==> config.mk <==
export PLATFORM = sky130hd
export DESIGN_NAME = capture_controller
export DESIGN_NICKNAME = d
export VERILOG_FILES = /design/src/rtl/capture_controller.sv
export SDC_FILE = /design/constraint.sdc
export NUM_CORES = 1
export LEC_CHECK = 0
export ABC_CLOCK_PERIOD_IN_PS = 3150
export BUFFER_PORTS_ARGS = -buffer_cell sky130_fd_sc_hd__clkbuf_2
export CORE_MARGIN = 4
export CORE_UTILIZATION = 50
export CTS_BUF_LIST = sky130_fd_sc_hd__clkbuf_4 sky130_fd_sc_hd__clkbuf_8
export CTS_CLUSTER_SIZE = 40
export DETAILED_ROUTE_END_ITERATION = 6
export PLACE_DENSITY = 0.71
export SLEW_MARGIN = 0
export SYNTH_ARGS = -nofsm -noshare
export SYNTH_HDL_FRONTEND = slang
export SYNTH_SLANG_ARGS = --single-unit
export TNS_END_PERCENT = 100
==> constraint.sdc <==
create_clock -name clk -period 3.15 [get_ports clk]
set_input_delay 0.7875 -clock clk [delete_from_list [all_inputs] [get_ports clk]]
set_output_delay 0.7875 -clock clk [all_outputs]
set_load 0.02 [all_outputs]
==> src/rtl/capture_controller.sv <==
// Acquisition sequencer: drives a trigger hub's arm/reset and generates ring-buffer
// write strobes and addresses for pre-trigger and post-trigger capture.
module capture_controller #(
  parameter int unsigned ADDR_WIDTH = 10
) (
  input  logic                  clk,
  input  logic                  rst_n,
  input  logic                  start,
  input  logic                  abort,
  input  logic [ADDR_WIDTH-1:0] pretrigger_len,
  input  logic [ADDR_WIDTH-1:0] posttrigger_len,
  input  logic                  sample_valid,
  input  logic [1:0]            trigger_state,
  output logic                  arm,
  output logic                  reset,
  output logic                  wr_en,
  output logic [ADDR_WIDTH-1:0] wr_addr,
  output logic [ADDR_WIDTH-1:0] trigger_addr,
  output logic                  busy,
  output logic                  done
);

  typedef enum logic [2:0] {
    StIdle,
    StPreFill,
    StArming,
    StWaitTrig,
    StPostFill,
    StRelease
  } state_e;

  state_e state_q, state_d;

  logic arm_q, arm_d;
  logic reset_q, reset_d;
  logic busy_q, busy_d;
  logic done_q, done_d;
  logic aborted_q, aborted_d;

  logic [ADDR_WIDTH-1:0] addr_q, addr_d;
  logic [ADDR_WIDTH-1:0] trig_q, trig_d;
  logic [ADDR_WIDTH-1:0] count_q, count_d;
  logic [ADDR_WIDTH-1:0] pre_q, pre_d;
  logic [ADDR_WIDTH-1:0] post_q, post_d;
  logic [ADDR_WIDTH-1:0] count_inc;

  logic writing;
  logic pre_hit;
  logic post_hit;

  assign writing   = (state_q == StPreFill) || (state_q == StArming) ||
                     (state_q == StWaitTrig) || (state_q == StPostFill);
  assign wr_en     = sample_valid & writing;
  assign count_inc = count_q + ADDR_WIDTH'(1);

  // A fill is complete once the sample written this cycle brings the count to the
  // target, so exactly len samples are written inside the fill state.
  assign pre_hit  = (count_q == pre_q) || (wr_en && (count_inc == pre_q));
  assign post_hit = (count_q == post_q) || (wr_en && (count_inc == post_q));

  always_comb begin
    state_d   = state_q;
    addr_d    = wr_en ? addr_q + ADDR_WIDTH'(1) : addr_q;
    trig_d    = trig_q;
    count_d   = count_q;
    pre_d     = pre_q;
    post_d    = post_q;
    done_d    = done_q;
    aborted_d = aborted_q;

    case (state_q)
      StIdle: begin
        if (start && !abort) begin
          state_d   = StPreFill;
          addr_d    = '0;
          done_d    = 1'b0;
          count_d   = '0;
          pre_d     = pretrigger_len;
          post_d    = posttrigger_len;
          aborted_d = 1'b0;
        end
      end
      StPreFill: begin
        // Saturate so a slow hub flush cannot push the count past the target.
        if (wr_en && (count_q != pre_q)) count_d = count_inc;
        if (pre_hit && (trigger_state == 2'd0)) state_d = StArming;
      end
      StArming: begin
        if (trigger_state == 2'd1) state_d = StWaitTrig;
      end
      StWaitTrig: begin
        if (trigger_state[1]) begin
          trig_d  = addr_q;
          count_d = '0;
          state_d = StPostFill;
        end
      end
      StPostFill: begin
        if (wr_en && (count_q != post_q)) count_d = count_inc;
        if (post_hit) state_d = StRelease;
      end
      StRelease: begin
        if (trigger_state == 2'd0) begin
          state_d = StIdle;
          done_d  = !aborted_q;
        end
      end
      default: state_d = StIdle;
    endcase

    if (abort && (state_q != StIdle)) begin
      state_d   = StRelease;
      aborted_d = 1'b1;
      done_d    = done_q;
    end

    arm_d   = (state_d == StArming);
    reset_d = (state_d == StRelease) || ((state_d == StPreFill) && (trigger_state != 2'd0));
    busy_d  = (state_d != StIdle);
  end

  always_ff @(posedge clk or negedge rst_n) begin
    if (!rst_n) begin
      state_q   <= StIdle;
      arm_q     <= 1'b0;
      reset_q   <= 1'b0;
      busy_q    <= 1'b0;
      done_q    <= 1'b0;
      aborted_q <= 1'b0;
      addr_q    <= '0;
      trig_q    <= '0;
      count_q   <= '0;
      pre_q     <= '0;
      post_q    <= '0;
    end else begin
      state_q   <= state_d;
      arm_q     <= arm_d;
      reset_q   <= reset_d;
      busy_q    <= busy_d;
      done_q    <= done_d;
      aborted_q <= aborted_d;
      addr_q    <= addr_d;
      trig_q    <= trig_d;
      count_q   <= count_d;
      pre_q     <= pre_d;
      post_q    <= post_d;
    end
  end

  assign arm          = arm_q;
  assign reset        = reset_q;
  assign busy         = busy_q;
  assign done         = done_q;
  assign wr_addr      = addr_q;
  assign trigger_addr = trig_q;

endmodule

Word level (Yosys, flattened, before mapping)
Index checks and enable logic that the tools add are counted.
{"block": "totals", "regBits": 58, "in_bits": 27, "out_inout_bits": 25}
{"block": "classes", "add_sub_neg": 2, "eq_ne": 20, "mux": 21, "bitwise": 2, "n_reduce_logical": 30}
{"cell": "$mux W10", "n": 7}
{"cell": "$eq A10 B10 Y1", "n": 4}
{"cell": "$pmux W10 S4", "n": 1}
{"cell": "$mux W3", "n": 7}
{"cell": "$add A10 B1 Y10 const B", "n": 2}
{"cell": "$ne A10 B10 Y1", "n": 2}
{"cell": "$pmux W3 S6", "n": 1}
{"cell": "$eq A3 B2 Y1 const B", "n": 3}
{"cell": "$eq A3 B3 Y1 const B", "n": 3}
{"cell": "$logic_and A1 B1 Y1", "n": 8}
{"cell": "$reduce_bool A2 Y1", "n": 4}
{"cell": "$eq A3 B1 Y1 const B", "n": 2}
{"cell": "$logic_or A1 B1 Y1", "n": 6}
{"cell": "$ne A2 B2 Y1 const B", "n": 3}
{"cell": "$reduce_and A2 Y1", "n": 3}
{"cell": "$reduce_bool A3 Y1", "n": 2}
{"cell": "$reduce_and A5 Y1", "n": 1}
{"cell": "$mux W1", "n": 4}
{"cell": "$ne A2 B1 Y1 const B", "n": 2}
{"cell": "$reduce_and A4 Y1", "n": 1}
{"cell": "$reduce_bool A4 Y1", "n": 1}
{"cell": "$logic_not A3 Y1", "n": 1}
{"cell": "$eq A2 B1 Y1 const B", "n": 1}
{"cell": "$logic_not A1 Y1", "n": 2}
{"cell": "other kinds (4)", "n": 4}

Depth between registers and ports, before layout
Gate-level depths: netlist of run 1.
{"block": "depth", "depth_word": 14, "depth_mapped": 9, "depth_no_buf": 8}

Least setup slack after synthesis of run 1
OpenSTA, ideal clock, no wires.
{"block": "synth_path", "path_type": "input to register", "startpoint": "input trigger_state[1]", "endpoint": "register count_q[6]", "setup_ns": 0.110, "arrival_time_ns": 2.299, "required_time_ns": 3.040, "setup_slack_ns": 0.741, "stages": 8, "cell_sequence": "clkbuf_1 -> mux2_2 -> a21oi_1 -> o22a_1 -> a211o_1 -> or2_1 -> clkbuf_1 -> o41ai_1"}
{"block": "synth_via", "elab_chain_len": 2}
{"item": "start, declared", "line": "13", "text": "input logic [1:0] trigger_state,"}
{"item": "$ne A2 B2 Y1 (no line)"}
{"item": "$reduce_and A5 Y1 (no line)"}
{"item": "end signal, assigned", "line": "144", "text": "count_q <= count_d;"}
{"item": "end, declared", "line": "42", "text": "logic [ADDR_WIDTH-1:0] count_q, count_d;"}
Every way passes these cells.
A chain may end at the register's enable or synchronous reset.

Worst setup path after layout of run 1
{"block": "layout_path", "startpoint": "register count_q[1]", "endpoint": "register arm_q, in the netlist arm"}
{"block": "layout_via", "elab_chain_len": 9, "elab_cells_between_ends": 15}
{"item": "$add A10 B1 Y10", "line": "54", "text": "assign count_inc = count_q + ADDR_WIDTH'(1);"}
{"item": "$eq A10 B10 Y1", "line": "58", "text": "assign pre_hit = (count_q == pre_q) || (wr_en && (count_inc == pre_q));"}
{"item": "$logic_and A1 B1 Y1", "line": "58"}
{"item": "$logic_or A1 B1 Y1", "line": "58"}
{"item": "$logic_and A1 B1 Y1", "line": "86", "text": "if (pre_hit && (trigger_state == 2'd0)) state_d = StArming;"}
{"item": "$mux W3", "line": "86"}
{"item": "$pmux W3 S6 *", "line": "71", "text": "case (state_q)"}
{"item": "$mux W3 *", "line": "111", "text": "if (abort && (state_q != StIdle)) begin"}
{"item": "$eq A3 B2 Y1 *", "line": "117", "text": "arm_d = (state_d == StArming);"}
{"item": "via arm_d", "line": "34", "text": "logic arm_q, arm_d;"}
{"item": "end signal, assigned", "line": "137", "text": "arm_q <= arm_d;"}
{"item": "end, declared", "line": "34"}
The timed path passes the listed nets; every way through them passes the cells marked *.

==> flow_summary.toml, run 1 <==
[power_and_ir_drop]
p_switching_mw = 1.21
leakage_nw = 1.74
p_sw_frac = 0.377
irDropWorstVdd_mv = 0.475
share_seq_of_total_power = 0.392
p_comb_frac = 0.340
powerDensity_nw_per_um2 = 812
intPower_mw = 2.00
p_clk_frac = 0.268

[layout]
ff_latch_area_um2 = 1450
post-route-util = 0.607
final_cell_mix = "dfrtp_1, clkbuf_2, mux2_2"
final_common_cell = "dfrtp_1"
multi_input_area_um2 = 1820
final_area_um2 = 3940
fill_cells = 566
num-nets-final = 417
syn_to_final_growth_pct = 14.9
diodes = 0
instances_no_fill = 470
final_layout_size_suffix_gt1_frac = 0.295

[global_routing]
grt_overflow = 0
grt_pass1_wl_mm = 13.0
track_usage = 0.194
antenna_found_initial = 0
grt_max_degree = 34
grt_pass1_vias = 2635

[sta]
setup_viol = 0
tns_ns = 0
report.final.slew_viol_count = 0
period_needed_ns = 2.83
period_share = 0.899
tightest_slew_ns = 0.554
worst_slack_ns = 0.319
maxSlewHeadroom = 0.631
final_hold_viol_count = 0
worst_clock_skew_ns = 0.00901
max_freq_ghz = 0.353
rsz0062_at_grt = "no"

[worst_setup_path]
crit_type = "reg -> reg"
arrival_ns = 3.11
cp_max_fo = 11
crit_chain = "ha_1 > nand3_4 > or3_1 > nand2b_4 > a2111oi_4 > a21oi_1 > nor4_4 > and3b_1"
slowest_stage = "dfrtp_1"
critPathLaunchType = "register"
path_buf_inv = 0
cp.required_ns = 3.43
slowest_delay_ns = 0.51
cpLargestDelayFamily = "simple AND/OR/NAND/NOR gates"
cp-end-kind = "register"

[cts]
cts_buffer_depth = 2
ctsHoldBuffers = 0
cts.repair.resized = 0
clk_latency_ns = 0.35
post_cts_buffers = 0
cts_buffers = 9
cts_tree = "done"
cts_root_buffer = "clkbuf_8"
cts_sinks = 58
cts.htree.levels = 3
path_clk_slew_ns = 0.07

[synthesis]
yosysUniqueCellTypes = 60
synth-edff-count = 0
yosysSeqAreaShare = 0.423
async_reset_ff_frac = 1.00
syn_area_um2 = 3430
synth.avg_cell_area_um2 = 9.95
ys_dominant_reg_cell = "dfrtp_1"
netlist_instances = 345
ys_ff_latch = 58
synth_nets = 374
ys.warnings.count = 0

[outcome]
status = "completed"

[floorplan]
dieArea_um2 = 8260
initial_utilization = 0.529
rows = 29
die_w_um = 90.9
core_um2 = 6490
ios = 52
die-height_um = 90.9

[routing]
num_vias = 2715
ant_nets = 0
detail_route.vias_per_cell = 5.78
drt_iter0_markers = 160
wl_per_cell_um = 16.1
drc = 0
routed_wl_mm = 7.59
first_pass_iters = 4

[place]
gp_congestion = 0.869
dp_hpwl_mm = 5.62
dp_slack_ns = 0.347
placedCellCount = 454
io_buffer_count = 51
postPlaceCellArea_um2 = 3690

[hold_path]
hp-class = "in -> async"

[run]
drv_cap = 0
-- cell type report --
type | count | share of cell area
Clock inverter | 7 | 0.0317
Timing Repair Buffer | 56 | 0.0742
Multi-Input combinational cell | 255 | 0.463
Tap cell | 77 | 0.0244
Clock buffer | 9 | 0.0314
Sequential cell | 58 | 0.368
Inverter | 8 | 0.00761
-- power by group through the flow --
stage                     Sequential, mW  Combinational [mW]  Clock (mW)
after detailed placement            1.27                1.08           0
after global placement              1.25                1.07           0
final                               1.25                1.09       0.860
after global routing                1.30                1.21       0.913
after CTS                           1.25                1.09       0.873
after floorplan                     1.14               0.955           0
-- per-layer routing --
layer | part of all wire | global-route usage
met2 | 0.47 | 0.310
met3 | 0.046 | 0.0308
met4 | 0.021 | 0.0754
met5 | 0 | 0
met1 | 0.46 | 0.265
-- final timing paths --
| check | startpoint | end | slack [ns] | cells past startpoint |
|---|---|---|---|---|
| worst max-delay path | count_q[1] | arm | 0.32 | 8 |
| worst min-delay path | rst_n | post_q[6] | 0.33 | 1 |
| worst max register to register | count_q[1] | arm | 0.32 | 8 |
| worst min register to register | trigger_addr[7] | trigger_addr[7] | 0.51 | 1 |
| max in group asynchronous | rst_n | state_q[0] | 2.21 | 2 |
| min in group clk | trigger_addr[7] | trigger_addr[7] | 0.51 | 1 |
-- state kept, by name, indices dropped and copies added, names as in the netlist --
| signal | flops |
|---|---|
| aborted_q | 1 |
| arm | 1 |
| busy | 1 |
| count_q | 10 |
| done | 1 |
| post_q | 10 |
| pre_q | 10 |
| reset | 1 |
| state_q | 3 |
| trigger_addr | 10 |
| wr_addr | 10 |
-- logic make-up after synthesis --
kind of cell	after synthesis	synth area share
adder cells (fa/ha/maj)	2	0.00729
AND/OR/NAND/NOR	110	0.179
buffers and inverters	32	0.0459
multiplexers	33	0.108
flip-flops	58	0.423
XOR/XNOR	38	0.0969
AO/OA/AOI/OAI	72	0.141
-- synth_stat cells (all sizes together) (3+ instances only) --
cell,number,area (um^2)
nand4,7,56.3
nor3,8,40.0
o22ai,3,18.8
clkbuf,9,33.8
xnor2,25,219
a21oi,15,75.1
and3,4,25.0
nand2,22,82.6
nor4,3,33.8
mux2,32,360
dfrtp,58,1450
o21ai,26,130
o41ai,3,26.3
inv,7,26.3
nand3,10,62.6
a31oi,3,18.8
nor2,27,104
o31ai,4,30.0
or3,7,43.8
buf,15,93.8
xor2,13,114
nand2b,7,51.3
-- per-stage QoR --
step / hold WS (ns) / total power, mW
finish: 0.328 / 3.20
global route: 0.355 / 3.42
CTS: 0.330 / 3.22
detailed placement: 0.493 / 2.35
global placement: 0.487 / 2.32
floorplan: 0.488 / 2.10
No activity file was read; power rests on OpenSTA's default activity.
==> run 2: changes to the inputs <==
--- a/config.mk
+++ b/config.mk
@@ -7,11 +7,13 @@
 export LEC_CHECK = 0
 export ABC_CLOCK_PERIOD_IN_PS = 3150
 export BUFFER_PORTS_ARGS = -buffer_cell sky130_fd_sc_hd__clkbuf_2
+export CORE_ASPECT_RATIO = 0.9
 export CORE_MARGIN = 4
 export CORE_UTILIZATION = 50
 export CTS_BUF_LIST = sky130_fd_sc_hd__clkbuf_4 sky130_fd_sc_hd__clkbuf_8
 export CTS_CLUSTER_SIZE = 40
 export DETAILED_ROUTE_END_ITERATION = 6
+export GPL_TIMING_DRIVEN = 0
 export PLACE_DENSITY = 0.71
 export SLEW_MARGIN = 0
 export SYNTH_ARGS = -nofsm -noshare
==> run 2 against run 1 <==
Routed wire length grew 4.9%. Hold slack gained 0.18 ns. Design area grew 2.1%. First-iteration DRC count shrank 14%. Sequential power shrank 9.6%. Combinational power grew 18%. Die area is essentially flat. Global-route usage grew 1.3 points. Critical path type unchanged.
==> flow_summary.toml, run 2 (synthesized netlist as in run 1, its figures left out) <==
[hold_path]
min_path_cells = 1
hp-class = "reg -> reg"
hp-start = "trigger_addr[6]"
hold-path-endpoint = "trigger_addr[6]"

[global_routing]
grt_pass1_wl_mm = 13.4
grt_max_degree = 59
track_usage = 0.207
grt_pass1_vias = 2796
grt_overflow = 0
antenna_found_initial = 0

[worst_setup_path]
crit_type = "reg -> reg"
cp_max_fo = 9
reg2reg_slack_ns = 0.43
cpLargestDelayFamily = "simple AND/OR/NAND/NOR gates"
cp.required_ns = 3.36
slowest_stage = "or4_1"
crit_chain = "buf_4 > xor2_1 > or4_1 > nor3_1 > a211o_1 > or2_1 > clkbuf_1 > o21ai_0"
cp-end-kind = "register"
slowest_delay_ns = 0.52
critPathLaunchType = "register"
arrival_ns = 2.93
r2r-end = "count_q[2]"
path_buf_inv = 2
rr_startpoint = "count_q[4]"
r2r_cells = 8

[layout]
final_layout_size_suffix_gt1_frac = 0.302
final_cell_mix = "dfrtp_1, clkbuf_2, mux2_2"
final_common_cell = "dfrtp_1"
syn_to_final_growth_pct = 17.2
num-nets-final = 435
fill_cells = 591
post-route-util = 0.608
diodes = 0

[sta]
period_share = 0.865
maxSlewHeadroom = 0.471
final_hold_viol_count = 0
worst_clock_skew_ns = 0.00902
tns_ns = 0
period_needed_ns = 2.72
max_freq_ghz = 0.367
tightest_slew_ns = 0.794
setup_viol = 0
rsz0062_at_grt = "no"
report.final.slew_viol_count = 0

[floorplan]
rows = 28
die_w_um = 95.3
die-height_um = 86.6
core_um2 = 6620
initial_utilization = 0.519
ios = 52
dieArea_um2 = 8260

[routing]
ant_nets = 0
wl_per_cell_um = 15.9
drt_iter0_markers = 137
detail_route.vias_per_cell = 5.61
first_pass_iters = 4
routed_wl_mm = 7.96
drc = 0
num_vias = 2813

[power_and_ir_drop]
p_clk_frac = 0.245
p_switching_mw = 1.24
intPower_mw = 1.96
leakage_nw = 1.78
share_seq_of_total_power = 0.353
p_comb_frac = 0.402
p_sw_frac = 0.388
irDropWorstVdd_mv = 0.408
powerDensity_nw_per_um2 = 797

[cts]
clk_latency_ns = 0.35
cts_buffer_depth = 2
cts_tree = "done"
cts_buffers = 9
cts.htree.levels = 3
cts_sinks = 58
cts.repair.resized = 0
post_cts_buffers = 0
ctsHoldBuffers = 0
path_clk_slew_ns = 0.07
cts_root_buffer = "clkbuf_8"

[run]
drv_cap = 0

[place]
io_buffer_count = 50
gp_congestion = 0.889
dp_hpwl_mm = 5.89

[outcome]
status = "completed"
-- run 2: cell type report --
class                           count  area (um^2)  share of cell area
Multi-Input combinational cell    255         1820               0.453
Sequential cell                    58         1450               0.361
Timing Repair Buffer               50          253              0.0628
Buffer                             24          128              0.0317
Clock buffer                        9          124              0.0308
Tap cell                           90          113              0.0280
Clock inverter                      7          103              0.0255
Inverter                            8         30.0             0.00746
-- run 2: power groups by stage --
stage,Sequential [mW],Clock (mW),Combinational (mW)
3_5_place_dp,1.15,0,1.28
4_1_cts,1.14,0.806,1.29
2_1_floorplan,1.14,0,0.955
6_report,1.13,0.787,1.29
3_3_place_gp,1.14,0,1.25
5_1_grt,1.16,0.840,1.43
-- run 2: how the worst max path moves through the flow --
stage | depth (start not counted) | end | startpoint | slack, ns
2_1_floorplan | 8 | count_q[6] | trigger_state[1] | 0.74
3_3_place_gp | 8 | count_q[6] | trigger_state[1] | 0.43
3_5_place_dp | 8 | count_q[6] | trigger_state[1] | 0.46
4_1_cts | 5 | wr_en | state_q[0] | 0.46
5_1_grt | 9 | arm | count_q[0] | 0.34
6_report | 8 | count_q[2] | count_q[4] | 0.43
-- run 2: worst reg2reg max path: cells and delay by family (launching register included) --
family	cells	cell delay (ns)
AND/OR/NAND/NOR	3	1.10
buffers and inverters	2	0.47
XOR/XNOR	1	0.20
AO/OA/AOI/OAI	2	0.45
flip-flops	1	0.36
-- run 2: through the flow --
| step | power, mW | instance area, um^2 | hold WS, ns | cells | setup slack, ns |
|---|---|---|---|---|---|
| 2_1_floorplan | 2.10 | 3430 | 0.488 | 345 | 0.741 |
| 3_3_place_gp | 2.39 | 3800 | 0.487 | 485 | 0.431 |
| 3_5_place_dp | 2.43 | 3800 | 0.493 | 485 | 0.463 |
| 4_1_cts | 3.23 | 4030 | 0.509 | 501 | 0.459 |
| 5_1_grt | 3.43 | 4030 | 0.518 | 501 | 0.340 |
| 6_report | 3.21 | 4030 | 0.507 | 501 | 0.426 |
-- run 2: metal layers --
metal  GRT usage  up-vias  share of wire
met1       0.290     1366           0.46
met3      0.0530        8          0.060
met4      0.0498        0          0.014
met2       0.323       82           0.47
li1            -     1357              -
met5           0        -              0
==> run 3: changes to the inputs <==
--- a/config.mk
+++ b/config.mk
@@ -5,7 +5,8 @@
 export SDC_FILE = /design/constraint.sdc
 export NUM_CORES = 1
 export LEC_CHECK = 0
-export ABC_CLOCK_PERIOD_IN_PS = 3150
+export ABC_AREA = 1
+export ABC_CLOCK_PERIOD_IN_PS = 2200
 export BUFFER_PORTS_ARGS = -buffer_cell sky130_fd_sc_hd__clkbuf_2
 export CORE_ASPECT_RATIO = 0.9
 export CORE_MARGIN = 4
@@ -14,7 +15,7 @@
 export CTS_CLUSTER_SIZE = 40
 export DETAILED_ROUTE_END_ITERATION = 6
 export GPL_TIMING_DRIVEN = 0
-export PLACE_DENSITY = 0.71
+export PLACE_DENSITY = 0.74
 export SLEW_MARGIN = 0
 export SYNTH_ARGS = -nofsm -noshare
 export SYNTH_HDL_FRONTEND = slang
==> constraint.sdc (replaced) <==
create_clock -name clk -period 2.2 [get_ports clk]
set_input_delay 0.55 -clock clk [delete_from_list [all_inputs] [get_ports clk]]
set_output_delay 0.55 -clock clk [all_outputs]
set_load 0.02 [all_outputs]
==> run 3 against run 2 <==
Core utilization rose by 0.61 points. Clock power rose by 58%. Flip-flop and latch count did not move. Setup slack got worse by 0.32 ns. Largest power group unchanged. Area after synthesis fell by 2.6%. Critical path depth fell by 2. Clock skew fell by 0.0014 ns. Largest cell class unchanged. Via count rose by 5.8%.
==> flow_summary.toml, run 3 <==
[synthesis]
syn_area_um2 = 3350
yosysMostFrequentCell = "nand2_1"
ys_dominant_reg_cell = "dfrtp_1"
netlist_instances = 436
yosysUniqueCellTypes = 36
ys_ff_latch = 58
yosysSeqAreaShare = 0.434
synth_top_area_share = 0.434
synth_commonest_cells = "nand2_1, dfrtp_1, inv_1"
yosys.area.top_type = "dfrtp_1"
muxShareOfSynthArea = 0
synthXorXnorAreaFrac = 0.0785
synth-simple-area-share = 0.338
synth-compound-area-share = 0.0658
async_reset_ff_frac = 1.00
synth_top_family_by_area = "simple AND/OR/NAND/NOR gates"
synth_nets = 465
synthAdderAreaFrac = 0.00748
synth.avg_cell_area_um2 = 7.67
ys_top_cells_by_area = "dfrtp_1, nand2_1, inv_1, nor2_1, xor2_1"
synth-edff-count = 0
ys.warnings.count = 0

[worst_setup_path]
cp.required_ns = 1.65
slowest_delay_ns = 0.45
r2r-end = "busy"
r2r_cells = 16
startpoint = "state_q[0]"
slowest_stage = "dfrtp_1"
rr_startpoint = "count_q[0]"
reg2reg_slack_ns = 0.17
cp-end-kind = "output pin"
crit_type = "reg -> out"
cp_common_cell = "nor2_2"
path_depth = 6
critPathLaunchType = "register"
cp_max_fo = 7
path_buf_inv = 2
cpLargestDelayFamily = "flip-flops"
arrival_ns = 1.54
cp-endpoint = "wr_en"
crit_chain = "nor2_2 > nor2_1 > nor2_2 > nand2_2 > inv_2 > clkbuf_2"

[layout]
syn_to_final_growth_pct = 20.2
ff_latch_area_um2 = 1450
final_common_cell = "nand2_1"
fill_cells = 597
multi_input_area_um2 = 1660
final_cell_mix = "nand2_1, dfrtp_1, clkbuf_2"
final_layout_size_suffix_gt1_frac = 0.236
instances_no_fill = 598
diodes = 0
num-nets-final = 532

[power_and_ir_drop]
irDropWorstVdd_mv = 0.885
p_clk_frac = 0.265
leakage_nw = 2.18
share_seq_of_total_power = 0.355
p_sw_frac = 0.396
intPower_mw = 2.82
total_power_mw = 4.67
p_switching_mw = 1.85
p_comb_frac = 0.380
powerDensity_nw_per_um2 = 1160

[cts]
cts_buffers = 9
cts.htree.levels = 3
cts_root_buffer = "clkbuf_8"
cts_buffer_depth = 2
cts_tree = "done"
path_clk_slew_ns = 0.06
ctsHoldBuffers = 0
clk_latency_ns = 0.34
cts_sinks = 58

[routing]
wl_met3_um = 534
first_pass_iters = 5
met1_length_mm = 3.67
routed_wl_mm = 7.93
num_vias = 2975
wl_met2_mm = 3.57
drt_iter0_markers = 165
drc = 0
wl_per_cell_um = 13.3
detail_route.vias_per_cell = 4.97
ant_nets = 0
route.top_layer_used = "met4"

[sta]
period_share = 0.952
rsz0062_at_grt = "yes"
maxSlewHeadroom = 0.473
period_needed_ns = 2.09
report.final.slew_viol_count = 0
max_freq_ghz = 0.478
final_hold_viol_count = 0
tightest_slew_ns = 0.791
worst_clock_skew_ns = 0.00767
setup_viol = 0

[global_routing]
antenna_found_initial = 0
grt_max_degree = 59
track_usage = 0.208
grt_pass1_vias = 2802
grt_overflow = 0
grt_pass1_wl_mm = 13.1

[place]
io_buffer_count = 51
placedCellCount = 577
dp_hpwl_mm = 5.84
gp_congestion = 0.917

[floorplan]
core_um2 = 6550
rows = 28
die-height_um = 85.6
ios = 52
die_w_um = 94.2
initial_utilization = 0.511
dieArea_um2 = 8070

[hold_path]
hp-class = "in -> async"

[outcome]
status = "completed"

[run]
drv_cap = 0
-- run 3: power by group through the flow --
stage	sequential [mW]	combinational, mW	clock, mW
CTS	1.66	1.71	1.26
finish	1.66	1.77	1.24
floorplan	1.73	1.14	0
global placement	1.66	1.66	0
global route	1.70	2.03	1.31
detailed placement	1.67	1.70	0
-- run 3: layer usage --
layer,up-vias,track usage
li1,1500,-
met1,1365,0.293
met2,95,0.311
met3,15,0.0614
met4,0,0.0643
met5,-,0
-- run 3: how the worst min path moves through the flow --
stage,from,to,slack (ns),cells after the start
2_1_floorplan,rst_n,aborted_q,0.25,0
3_3_place_gp,trigger_addr[6],trigger_addr[6],0.46,2
3_5_place_dp,trigger_addr[9],trigger_addr[9],0.47,2
4_1_cts,rst_n,post_q[3],0.35,1
5_1_grt,rst_n,count_q[7],0.37,1
6_report,rst_n,count_q[5],0.30,1
-- run 3: cell families (layout without fill, tap and decap cells) --
group / Yosys count / in the layout
fa+ha+maj: 2 / 2
simple gates: 246 / 246
flops: 58 / 58
xor+xnor: 30 / 30
buf+inv: 59 / 131
compound gates: 41 / 41
-- run 3: area by class of cell --
cell class              instances  area share
flip-flops and latches         58       0.361
repair buffers                 56      0.0734
plain buffers                  13      0.0202
clock buffers                  12      0.0379
well taps                      90      0.0280
clock inverters                 4      0.0246
inverters                      46      0.0429
multi-input cells             319       0.412
-- run 3: metrics by stage --
stage                     hold WS [ns]  setup slack (ns)  area, um^2  utilization  TNS [ns]
final                            0.303             0.106        4020        0.614         0
after global routing             0.371           -0.0686        4020        0.614    -0.108
after CTS                        0.347            0.0485        3970        0.606         0
after detailed placement         0.465            0.0713        3720        0.567         0
after global placement           0.458            0.0908        3710        0.567         0
after floorplan                  0.254             0.382        3350            -         0
-- run 3: what timing repair did --
action,in CTS,in global routing
setup endpoints to repair,0,6
setup buffers,0,5
gates resized for setup,0,5
